[config.mk]
export PLATFORM = sky130hd
export DESIGN_NAME = muldiv_ctrl
export DESIGN_NICKNAME = d
export VERILOG_FILES = /design/src/rtl/muldiv_ctrl_pkg.sv /design/src/rtl/divu_iter.sv /design/src/rtl/muldiv_ctrl.sv
export SDC_FILE = /design/constraint.sdc
export NUM_CORES = 2
export LEC_CHECK = 0
export BUFFER_PORTS_ARGS = -buffer_cell sky130_fd_sc_hd__buf_2
export CAP_MARGIN = 20
export CORE_MARGIN = 2
export CORE_UTILIZATION = 45
export DETAILED_ROUTE_END_ITERATION = 10
export RECOVER_POWER = 50
export SETUP_SLACK_MARGIN = 0.5
export SLEW_MARGIN = 15
export SYNTH_ARGS = -nofsm -noshare
export SYNTH_HDL_FRONTEND = slang
export SYNTH_HIERARCHICAL = 1
export SYNTH_SLANG_ARGS = --single-unit
[constraint.sdc]
create_clock -name clk -period 12.2 [get_ports clk]
set_input_delay 1.83 -clock clk [delete_from_list [all_inputs] [get_ports clk]]
set_output_delay 1.83 -clock clk [all_outputs]
set_load 0.01 [all_outputs]
[src/rtl/muldiv_ctrl_pkg.sv]
// Shared types for the multiply/divide sequencer: op encoding, FSM states and op-class helpers.
package muldiv_ctrl_pkg;

  localparam int unsigned MulLatencyDefault = 2;

  typedef enum logic [3:0] {
    OpNone  = 4'd0,
    OpMult  = 4'd1,
    OpMultu = 4'd2,
    OpDiv   = 4'd3,
    OpDivu  = 4'd4,
    OpMadd  = 4'd5,
    OpMaddu = 4'd6,
    OpMsub  = 4'd7,
    OpMsubu = 4'd8
  } muldiv_op_t;

  typedef enum logic [1:0] {
    StIdle,
    StMul,
    StDiv,
    StDone
  } muldiv_state_t;

  function automatic logic is_mul_op(input muldiv_op_t op);
    return (op == OpMult) || (op == OpMultu) || (op == OpMadd) || (op == OpMaddu) ||
           (op == OpMsub) || (op == OpMsubu);
  endfunction

  function automatic logic is_div_op(input muldiv_op_t op);
    return (op == OpDiv) || (op == OpDivu);
  endfunction

  function automatic logic is_signed_op(input muldiv_op_t op);
    return (op == OpMult) || (op == OpMadd) || (op == OpMsub) || (op == OpDiv);
  endfunction

endpackage

[src/rtl/divu_iter.sv]
// Unsigned radix-2 restoring divider; a load also performs the first iteration,
// each step performs one more.
module divu_iter (
  input  logic        clk,
  input  logic        resetn,
  input  logic        load,
  input  logic        step,
  input  logic [31:0] dividend,
  input  logic [31:0] divisor,
  output logic [31:0] quotient,
  output logic [31:0] remainder
);

  logic [31:0] r_quo, r_rem, r_dsr;
  logic [31:0] w_quo_in, w_rem_in, w_dsr_in;
  logic [32:0] w_shift, w_diff;

  always_comb begin
    w_rem_in = load ? 32'd0 : r_rem;
    w_quo_in = load ? dividend : r_quo;
    w_dsr_in = load ? divisor : r_dsr;
    w_shift  = {w_rem_in, w_quo_in[31]};
    // Bit 32 of the difference is the borrow: set when the trial subtract must be undone.
    w_diff   = w_shift - {1'b0, w_dsr_in};
  end

  always_ff @(posedge clk) begin
    if (!resetn) begin
      r_quo <= '0;
      r_rem <= '0;
      r_dsr <= '0;
    end else if (load || step) begin
      r_dsr <= w_dsr_in;
      if (!w_diff[32]) begin
        r_rem <= w_diff[31:0];
        r_quo <= {w_quo_in[30:0], 1'b1};
      end else begin
        r_rem <= w_shift[31:0];
        r_quo <= {w_quo_in[30:0], 1'b0};
      end
    end
  end

  assign quotient  = r_quo;
  assign remainder = r_rem;

endmodule

[src/rtl/muldiv_ctrl.sv]
// Multi-cycle HI/LO multiply/divide sequencer for EXE: stalls the pipe while busy,
// presents {HI,LO} with a valid that holds across external stalls.
module muldiv_ctrl
  import muldiv_ctrl_pkg::*;
#(
  parameter int unsigned MUL_LATENCY = MulLatencyDefault,
  parameter int unsigned DIV_ITER    = 32
) (
  input  logic        clk,
  input  logic        resetn,
  input  logic        EXE_Valid,
  input  logic [3:0]  EXE_MulDivOp,
  input  logic [31:0] EXE_SrcA,
  input  logic [31:0] EXE_SrcB,
  input  logic [31:0] HI_In,
  input  logic [31:0] LO_In,
  input  logic        EXE_Stall,
  input  logic        Flush_Exception,
  output logic        DIVMULTBusy,
  output logic        MulDiv_ResValid,
  output logic [31:0] MulDiv_HI,
  output logic [31:0] MulDiv_LO
);

  localparam int unsigned CntW = $clog2(DIV_ITER + 1);
  localparam logic [CntW-1:0] MulCntInit = CntW'(MUL_LATENCY - 1);
  localparam logic [CntW-1:0] DivCntInit = CntW'(DIV_ITER);
  localparam logic [CntW-1:0] CntOne = CntW'(1);

  muldiv_state_t r_state, w_state_nxt;
  logic [CntW-1:0] r_cnt, w_cnt_nxt;
  logic [31:0] r_hi, r_lo;
  logic        r_neg_q, r_neg_r;
  muldiv_op_t  w_op;
  logic        w_start, w_sgn, w_res_load, w_div_load, w_div_step;
  logic [63:0] w_ax, w_bx, w_prod, w_acc, w_mul_res, w_mul_out, w_res_nxt;
  logic [31:0] w_abs_a, w_abs_b, w_quo, w_rem, w_quo_fix, w_rem_fix;

  assign w_op    = muldiv_op_t'(EXE_MulDivOp);
  assign w_start = (r_state == StIdle) && EXE_Valid && (is_mul_op(w_op) || is_div_op(w_op)) &&
                   !Flush_Exception;
  assign w_sgn   = is_signed_op(w_op);

  // Full 64-bit accumulate result is formed in the start cycle, then carried through the pipe.
  always_comb begin
    w_ax   = {{32{w_sgn & EXE_SrcA[31]}}, EXE_SrcA};
    w_bx   = {{32{w_sgn & EXE_SrcB[31]}}, EXE_SrcB};
    w_prod = w_ax * w_bx;
    w_acc  = {HI_In, LO_In};
    case (w_op)
      OpMadd, OpMaddu: w_mul_res = w_acc + w_prod;
      OpMsub, OpMsubu: w_mul_res = w_acc - w_prod;
      default:         w_mul_res = w_prod;
    endcase
  end

  if (MUL_LATENCY > 1) begin : g_mul_pipe
    logic [63:0] r_pipe [MUL_LATENCY-1];
    always_ff @(posedge clk) begin
      if (!resetn) begin
        for (int unsigned i = 0; i < MUL_LATENCY - 1; i++) r_pipe[i] <= '0;
      end else begin
        r_pipe[0] <= w_mul_res;
        for (int unsigned i = 1; i < MUL_LATENCY - 1; i++) r_pipe[i] <= r_pipe[i-1];
      end
    end
    assign w_mul_out = r_pipe[MUL_LATENCY-2];
  end else begin : g_mul_comb
    assign w_mul_out = w_mul_res;
  end

  assign w_abs_a   = (w_sgn && EXE_SrcA[31]) ? -EXE_SrcA : EXE_SrcA;
  assign w_abs_b   = (w_sgn && EXE_SrcB[31]) ? -EXE_SrcB : EXE_SrcB;
  assign w_quo_fix = r_neg_q ? -w_quo : w_quo;
  assign w_rem_fix = r_neg_r ? -w_rem : w_rem;

  divu_iter u_divu_iter (
    .clk       (clk),
    .resetn    (resetn),
    .load      (w_div_load),
    .step      (w_div_step),
    .dividend  (w_abs_a),
    .divisor   (w_abs_b),
    .quotient  (w_quo),
    .remainder (w_rem)
  );

  always_comb begin
    w_state_nxt = r_state;
    w_cnt_nxt   = r_cnt;
    w_res_load  = 1'b0;
    w_res_nxt   = {r_hi, r_lo};
    w_div_load  = 1'b0;
    w_div_step  = 1'b0;
    unique case (r_state)
      StIdle: begin
        if (w_start) begin
          if (is_mul_op(w_op)) begin
            if (MUL_LATENCY == 1) begin
              w_state_nxt = StDone;
              w_res_load  = 1'b1;
              w_res_nxt   = w_mul_out;
            end else begin
              w_state_nxt = StMul;
              w_cnt_nxt   = MulCntInit;
            end
          end else if (EXE_SrcB == 32'd0) begin
            w_state_nxt = StDone;
            w_res_load  = 1'b1;
            w_res_nxt   = {EXE_SrcA, 32'hFFFF_FFFF};
          end else begin
            w_state_nxt = StDiv;
            w_cnt_nxt   = DivCntInit;
            w_div_load  = 1'b1;
          end
        end
      end
      StMul: begin
        if (Flush_Exception) begin
          w_state_nxt = StIdle;
          w_cnt_nxt   = '0;
        end else if (r_cnt == CntOne) begin
          w_state_nxt = StDone;
          w_cnt_nxt   = '0;
          w_res_load  = 1'b1;
          w_res_nxt   = w_mul_out;
        end else begin
          w_cnt_nxt = r_cnt - CntOne;
        end
      end
      StDiv: begin
        if (Flush_Exception) begin
          w_state_nxt = StIdle;
          w_cnt_nxt   = '0;
        end else if (r_cnt == CntOne) begin
          w_state_nxt = StDone;
          w_cnt_nxt   = '0;
          w_res_load  = 1'b1;
          w_res_nxt   = {w_rem_fix, w_quo_fix};
        end else begin
          w_cnt_nxt  = r_cnt - CntOne;
          w_div_step = 1'b1;
        end
      end
      StDone: begin
        if (Flush_Exception || !EXE_Stall) w_state_nxt = StIdle;
      end
      default: w_state_nxt = StIdle;
    endcase
  end

  always_ff @(posedge clk) begin
    if (!resetn) begin
      r_state <= StIdle;
      r_cnt   <= '0;
    end else begin
      r_state <= w_state_nxt;
      r_cnt   <= w_cnt_nxt;
    end
  end

  always_ff @(posedge clk) begin
    if (!resetn) begin
      r_hi    <= '0;
      r_lo    <= '0;
      r_neg_q <= 1'b0;
      r_neg_r <= 1'b0;
    end else begin
      if (w_res_load) {r_hi, r_lo} <= w_res_nxt;
      if (w_div_load) begin
        r_neg_q <= w_sgn & (EXE_SrcA[31] ^ EXE_SrcB[31]);
        r_neg_r <= w_sgn & EXE_SrcA[31];
      end
    end
  end

  assign DIVMULTBusy     = !Flush_Exception &&
                           (w_start || (r_state == StMul) || (r_state == StDiv));
  assign MulDiv_ResValid = (r_state == StDone);
  assign MulDiv_HI       = r_hi;
  assign MulDiv_LO       = r_lo;

endmodule

# Word-level counts from Yosys, hierarchy flattened
# Memories as Yosys holds them, arrays and structs flattened.
# Index checks and enable logic that the tools add are counted.
[totals]
regBits = 170
latch_bits = 0
mem_bits_rw = 64
mem_bits_ro = 0
in_bits = 137
output_inout_bits = 66
wordCells = 126
n_memories = 1
[op_classes]
n_addsub = 8
mul = 1
n_div = 0
n_lt_le_gt_ge = 0
eq_ne = 22
n_shift = 0
n_mux = 48
n_bitwise = 4
n_reduce_logical = 33
[memory_table]
columns = ["memory", "depth", "width", "rd", "rd_clocked_by_memory_dff", "write_ports", "line_no", "rtl"]
rows = [
  ["g_mul_pipe.r_pipe", 1, 64, 1, 0, 1, "muldiv_ctrl.sv:58", "logic [63:0] r_pipe [MUL_LATENCY-1];"],
]
[op_table]
columns = ["op", "n"]
rows = [
  ["64-bit two-way mux", 8],
  ["32-bit two-way mux", 8],
  ["64-bit one-hot mux with 3 select lines", 1],
  ["32-bit negation", 4],
  ["64-bit one-hot mux with 2 select lines", 1],
  ["64-bit adder", 1],
  ["33-bit by 33-bit multiplier with 64-bit output", 1],
  ["64-bit OR reduction", 1],
  ["64-bit subtractor", 1],
  ["33-bit by 32-bit subtractor with 33-bit output", 1],
  ["32-bit zero test", 1],
  ["6-bit two-way mux", 5],
  ["1-bit two-way mux", 17],
  ["4-bit by 3-bit equality test with 1-bit output, second input constant", 4],
  ["1-bit logical OR", 14],
  ["2-bit != test, second input constant", 6],
  ["6-bit one-hot mux with 2 select lines", 1],
  ["2-bit two-way mux", 5],
  ["9-bit AND reduction", 1],
  ["4-bit by 2-bit equality test with 1-bit output, second input constant", 2],
  ["6-bit by 1-bit equality test with 1-bit output, second input constant", 1],
  ["1-bit logical AND", 6],
  ["2-bit one-hot mux with 3 select lines", 1],
  ["3-bit AND reduction", 2],
  ["other kinds (16)", 23],
]

# Logic depth before layout (Yosys ltp)
[logic_depth]
ltp_word = 14
depth_mapped = 50
depth_no_buf = 45

# Hierarchy
# The synthesis kept the hierarchy.
[modules_own_cells]
columns = ["mod", "n_inst", "cells_each", "area_each_um2", "seq_area_each_um2"]
rows = [
  ["muldiv_ctrl", 1, 6265, 52255.1, 2762.6],
  ["divu_iter", 1, 737, 6323.6, 1921.8],
]

# Least setup slack after synthesis
# Ideal clock, no wire load.
[synth_path]
kind = "in2reg"
startpoint = "in EXE_MulDivOp[0]"
endpoint = "mem g_mul_pipe.r_pipe[0][63]"
setup_ns = 0.116
arrival_ns = 13.117
required_time_ns = 12.084
slack_ns = -1.032
path_stages = 48
n_path_buf = 5
cell_sequence = "nor2b_1 clkbuf_1 and2_1 clkbuf_1 clkbuf_1 nand2_1 inv_1 fa_1 inv_1 fa_1 inv_1 fa_1 fa_1 inv_1 fa_1 inv_1 fa_1 inv_1 (+12 left out) nor4_4 a31oi_1 xnor2_1 ha_1 clkbuf_1 a21o_1 a21o_1 a21oi_1 nor2_1 a21oi_1 o21ai_1 a221o_1 a221o_1 a21oi_1 xnor2_1 xor2_1 nand3_1 and3b_1"
[synth_between]
elab_chain_len = 9
elab_cells_between_ends = 18
classes_between = "2 x add/sub; 1 x mul; 6 x eq/ne; 2 x mux; 2 x bitwise; 5 x reduce/logical"
[synth_lines]
columns = ["item", "line_no", "rtl"]
rows = [
  ["start: declaration", "muldiv_ctrl.sv:12", "input logic [3:0] EXE_MulDivOp,"],
  ["4-bit by 1-bit equality test with 1-bit output or 4-bit by 3-bit equality test with 1-bit output (tied branches)", "muldiv_ctrl_pkg.sv:35, muldiv_ctrl.sv:50", ""],
  ["1-bit logical OR (3 in series)", "muldiv_ctrl_pkg.sv:35", "return (op == OpMult) || (op == OpMadd) || (op == OpMsub) || (op == OpDiv);"],
  ["1-bit bitwise AND (on tied branches)", "muldiv_ctrl.sv:46, muldiv_ctrl.sv:47", ""],
  ["33-bit by 33-bit multiplier with 64-bit output", "muldiv_ctrl.sv:48", "w_prod = w_ax * w_bx;"],
  ["64-bit subtractor or 64-bit adder (tied branches)", "muldiv_ctrl.sv:52, muldiv_ctrl.sv:51", ""],
  ["64-bit one-hot mux with 2 select lines *", "muldiv_ctrl.sv:50", "case (w_op)"],
  ["64-bit two-way mux (no source line) *", "-", ""],
  ["end: declaration", "muldiv_ctrl.sv:58", ""],
]
# Every way passes the cells marked *; elsewhere a longest branch is shown, timed or not.

# Worst setup path in the final report
[layout_path]
startpoint = "in EXE_SrcA[10]"
endpoint = "mem g_mul_pipe.r_pipe[0][63]"
[layout_between]
elab_chain_len = 4
elab_cells_between_ends = 5
classes_between = "2 x add/sub; 1 x mul; 2 x mux"
[layout_lines]
columns = ["item", "line_no", "rtl"]
rows = [
  ["start: declaration", "muldiv_ctrl.sv:13", "input logic [31:0] EXE_SrcA,"],
  ["33-bit by 33-bit multiplier with 64-bit output *", "muldiv_ctrl.sv:48", ""],
  ["64-bit subtractor or 64-bit adder (tied branches)", "muldiv_ctrl.sv:52, muldiv_ctrl.sv:51", ""],
  ["64-bit one-hot mux with 2 select lines *", "muldiv_ctrl.sv:50", ""],
  ["64-bit two-way mux (no source line) *", "-", ""],
]
# Marks and branches as above.

==> flow_metrics.py <==
metrics = {
    "finish": {
        "areaGrowthSynthToFinish_pct": 19.8,
        "final_common_cell": "inv_1",
        "fin_cells": 9473,
        "fin_area_mm2": 0.0702,
        "drive_above_1_share_pct": 18.2,
        "layout_common_cells": "inv_1 (1,174), nand2_1 (1,140), fa_1 (1,088)",
        "fin_nets": 9290,
    },
    "sta": {
        "hold_slack_ns": 0.463,
        "report.final.slew_viol_count": 0,
        "fin_worst_skew_ns": 0.0143,
        "finalWorstSetupSlack_ns": -0.141,
        "maxSlewHeadroom_pct": 28.0,
        "worst_pin_slew_ns": 1.08,
        "fmax_mhz": 81.0,
        "setup_violations": 3,
        "fin_crit_ns": 12.34,
        "fin_crit_sh_pct": 101,
        "finalHoldViolCount": 0,
        "rsz0062_at_grt": "true",
    },
    "routing": {
        "drtAntennaViolNets": 0,
        "wl_mm": 211,
        "drt_iter0_drc": 3866,
        "vias": 51900,
        "vias_per_cell": 5.48,
        "drc": 0,
        "post_drt_wl_per_cell_um": 22.2,
        "dr.pass1.iters": 6,
    },
    "critical_path": {
        "rr_worst_depth": 18,
        "endpoint": "g_mul_pipe.r_pipe[0][63]",
        "crit_fanout": 10,
        "r2r_start": "r_state[0]",
        "r2r-end": "u_divu_iter/remainder[0]",
        "cp-end-kind": "flip-flop",
        "worst_ep_arrival_time_ns": 12.80,
        "slowest_stage": "fa_1",
        "cp_common_cell": "fa_1",
        "regToRegSetupSlack_ns": 6.13,
        "crit_start": "EXE_SrcA[10]",
        "slowest_delay_ns": 0.56,
        "worstPathRequired_ns": 12.66,
        "crit_path_start_kind": "input port",
        "criticalPathCategory": "in -> reg",
    },
    "global_route": {
        "grt_pass1_vias": 53200,
        "grt_antenna_before_repair": 18,
        "grt_pass1_wl_mm": 322,
        "grt_util_all_layers_pct": 31.7,
        "grt-ovfl-total": 0,
        "grt_max_degree": 95,
    },
    "logic_synthesis": {
        "synth_edf_count": 0,
        "synth_area_mm2": 0.0586,
        "ys_ff_latch": 234,
        "ys_seq_area_share_pct": 8.00,
        "synth_top_cells_by_area": "fa_1 (39%), dfxtp_1 (8.0%), inv_1 (7.7%), nand2_1 (7.4%), ha_1 (6.8%)",
        "syn_inst": 7002,
        "synth_warnings": 6,
        "yosysTopAreaCellShare_pct": 38.5,
        "syn_nets": 8585,
        "ys_async_sr_fraction_pct": 0,
        "synth_top_area_cell": "fa_1",
        "syn_area_per_cell_um2": 8.37,
        "yosysUniqueCellTypes": 93,
        "synth_flop_cell": "dfxtp_1",
    },
    "place": {
        "dp.cells": 9344,
        "dp_slack_ns": -1.15,
        "portBuffers": 202,
        "finalWeightedCongestion": 0.991,
        "place_hpwl_mm": 178,
        "dpl_cell_area_mm2": 0.0671,
    },
    "floorplan": {
        "fp-row-count": 132,
        "pin_count": 203,
        "initial_utilization_pct": 45.3,
        "die_area_mm2": 0.133,
        "dieHeight_um": 365,
        "die_w_um": 365,
        "core_mm2": 0.129,
    },
    "cts": {
        "clock-sinks": 234,
        "clkTransAtPathRegs_ns": 0.06,
        "cts_buffers": 26,
        "cts_root_buf": "clkbuf_16",
        "insertion_delay_ns": 0.57,
        "clk_path_buf_depth": 3,
        "tritoncts": "yes",
        "htreeDepth": 1,
    },
    "flow_run": {
        "maxCapViolations": 0,
    },
    "outcome": {
        "status": "complete, but fails checks",
        "violations": "setup timing",
    },
    "worst_hold_path": {
        "hold_path_class": "reg -> reg",
    },
}
[logic make-up (layout without fill, tap and decap cells)]
kind of cell	after synthesis	count (layout)	synth area share, %
AOI/OAI and AO/OA	1074	1074	12.3
and+or+nand+nor	2176	2176	17.3
adders and majority gates	1446	1446	45.3
muxes	87	87	1.50
buffers and inverters	1658	2383	10.7
other	0	4	0
DFF	234	234	8.00
xor gates and xnor gates	327	327	4.89
[routing by layer]
layer | vias up | part of all wire [%] | track usage (%)
met5 | - | 0.033 | 0
met4 | 12 | 4.0 | 10.5
met3 | 339 | 8.0 | 5.90
met2 | 1885 | 46 | 50.8
met1 | 26300 | 42 | 43.1
li1 | 23400 | - | -
[state kept, by name, indices dropped and copies added (netlist names)]
name / count
MulDiv_HI: 32
u_divu_iter/quotient: 32
g_mul_pipe.r_pipe: 64
r_neg_r: 1
u_divu_iter/remainder: 32
r_state: 2
r_neg_q: 1
u_divu_iter/r_dsr: 32
MulDiv_LO: 32
r_cnt: 6
[metrics by stage]
step / util [%] / setup TNS [ns]
2_1_floorplan: - / -0.352
3_3_place_gp: 51.9 / -10.14
3_5_place_dp: 51.9 / -12.45
4_1_cts: 53.7 / -0.0258
5_1_grt: 54.3 / -1.96
6_report: 54.3 / -0.237
[cells in the mapped netlist (46+ instances only)]
library cell and instances:
o31ai_1 46, nor3_1 65, a21o_1 87, a21oi_1 286
mux2i_1 83, nand2_1 1161, xor2_1 121, fa_1 1127
nor2b_1 97, xnor2_1 206, nor2_1 228, dfxtp_1 234
and3_1 50, nand2b_1 51, ha_1 319, o21ai_0 184
nand3_1 54, clkbuf_1 401, nand4_1 50, inv_1 1203
and2_1 298, a22oi_1 47
[how the worst min path moves through the flow]
| stage | depth (start not counted) | startpoint | to | slack, ns |
|---|---|---|---|---|
| 5_1_grt | 2 | MulDiv_HI[6] | MulDiv_HI[6] | 0.48 |
| 2_1_floorplan | 2 | g_mul_pipe.r_pipe[0][17] | MulDiv_LO[17] | 0.43 |
| 4_1_cts | 2 | MulDiv_HI[6] | MulDiv_HI[6] | 0.47 |
| 3_3_place_gp | 2 | MulDiv_HI[21] | MulDiv_HI[21] | 0.45 |
| 6_report | 2 | MulDiv_HI[6] | MulDiv_HI[6] | 0.46 |
| 3_5_place_dp | 2 | MulDiv_HI[6] | MulDiv_HI[6] | 0.46 |
[what timing repair did]
action / in CTS / in global routing
hold buffers: 0 / 0
endpoints found under the setup margin: 23 / 29
pin swaps: 129 / 106
gates resized for setup: 276 / 161
gates cloned: 2 / 0
setup buffers: 47 / 28
[worst max-delay path: cells and delay by family]
family | cells | cell delay (ns)
AND/OR/NAND/NOR | 8 | 2.08
buffers and inverters | 9 | 1.07
XOR/XNOR | 3 | 0.50
AO/OA/AOI/OAI | 15 | 2.69
adder cells (fa/ha/maj) | 10 | 4.58
[cell type report]
| type | count | area [um^2] |
|---|---|---|
| Fill cell | 12100 | 59100 |
| Multi-Input combinational cell | 5110 | 49000 |
| Timing Repair Buffer | 1131 | 8940 |
| Sequential cell | 234 | 4690 |
| Inverter | 1204 | 4520 |
| Tap cell | 1742 | 2180 |
| Clock buffer | 34 | 752 |
| Clock inverter | 14 | 166 |
| Antenna cell | 4 | 10.0 |
Power is not shown: default switching activity piles up to over one toggle a cycle in this logic, so the estimate is an artifact.
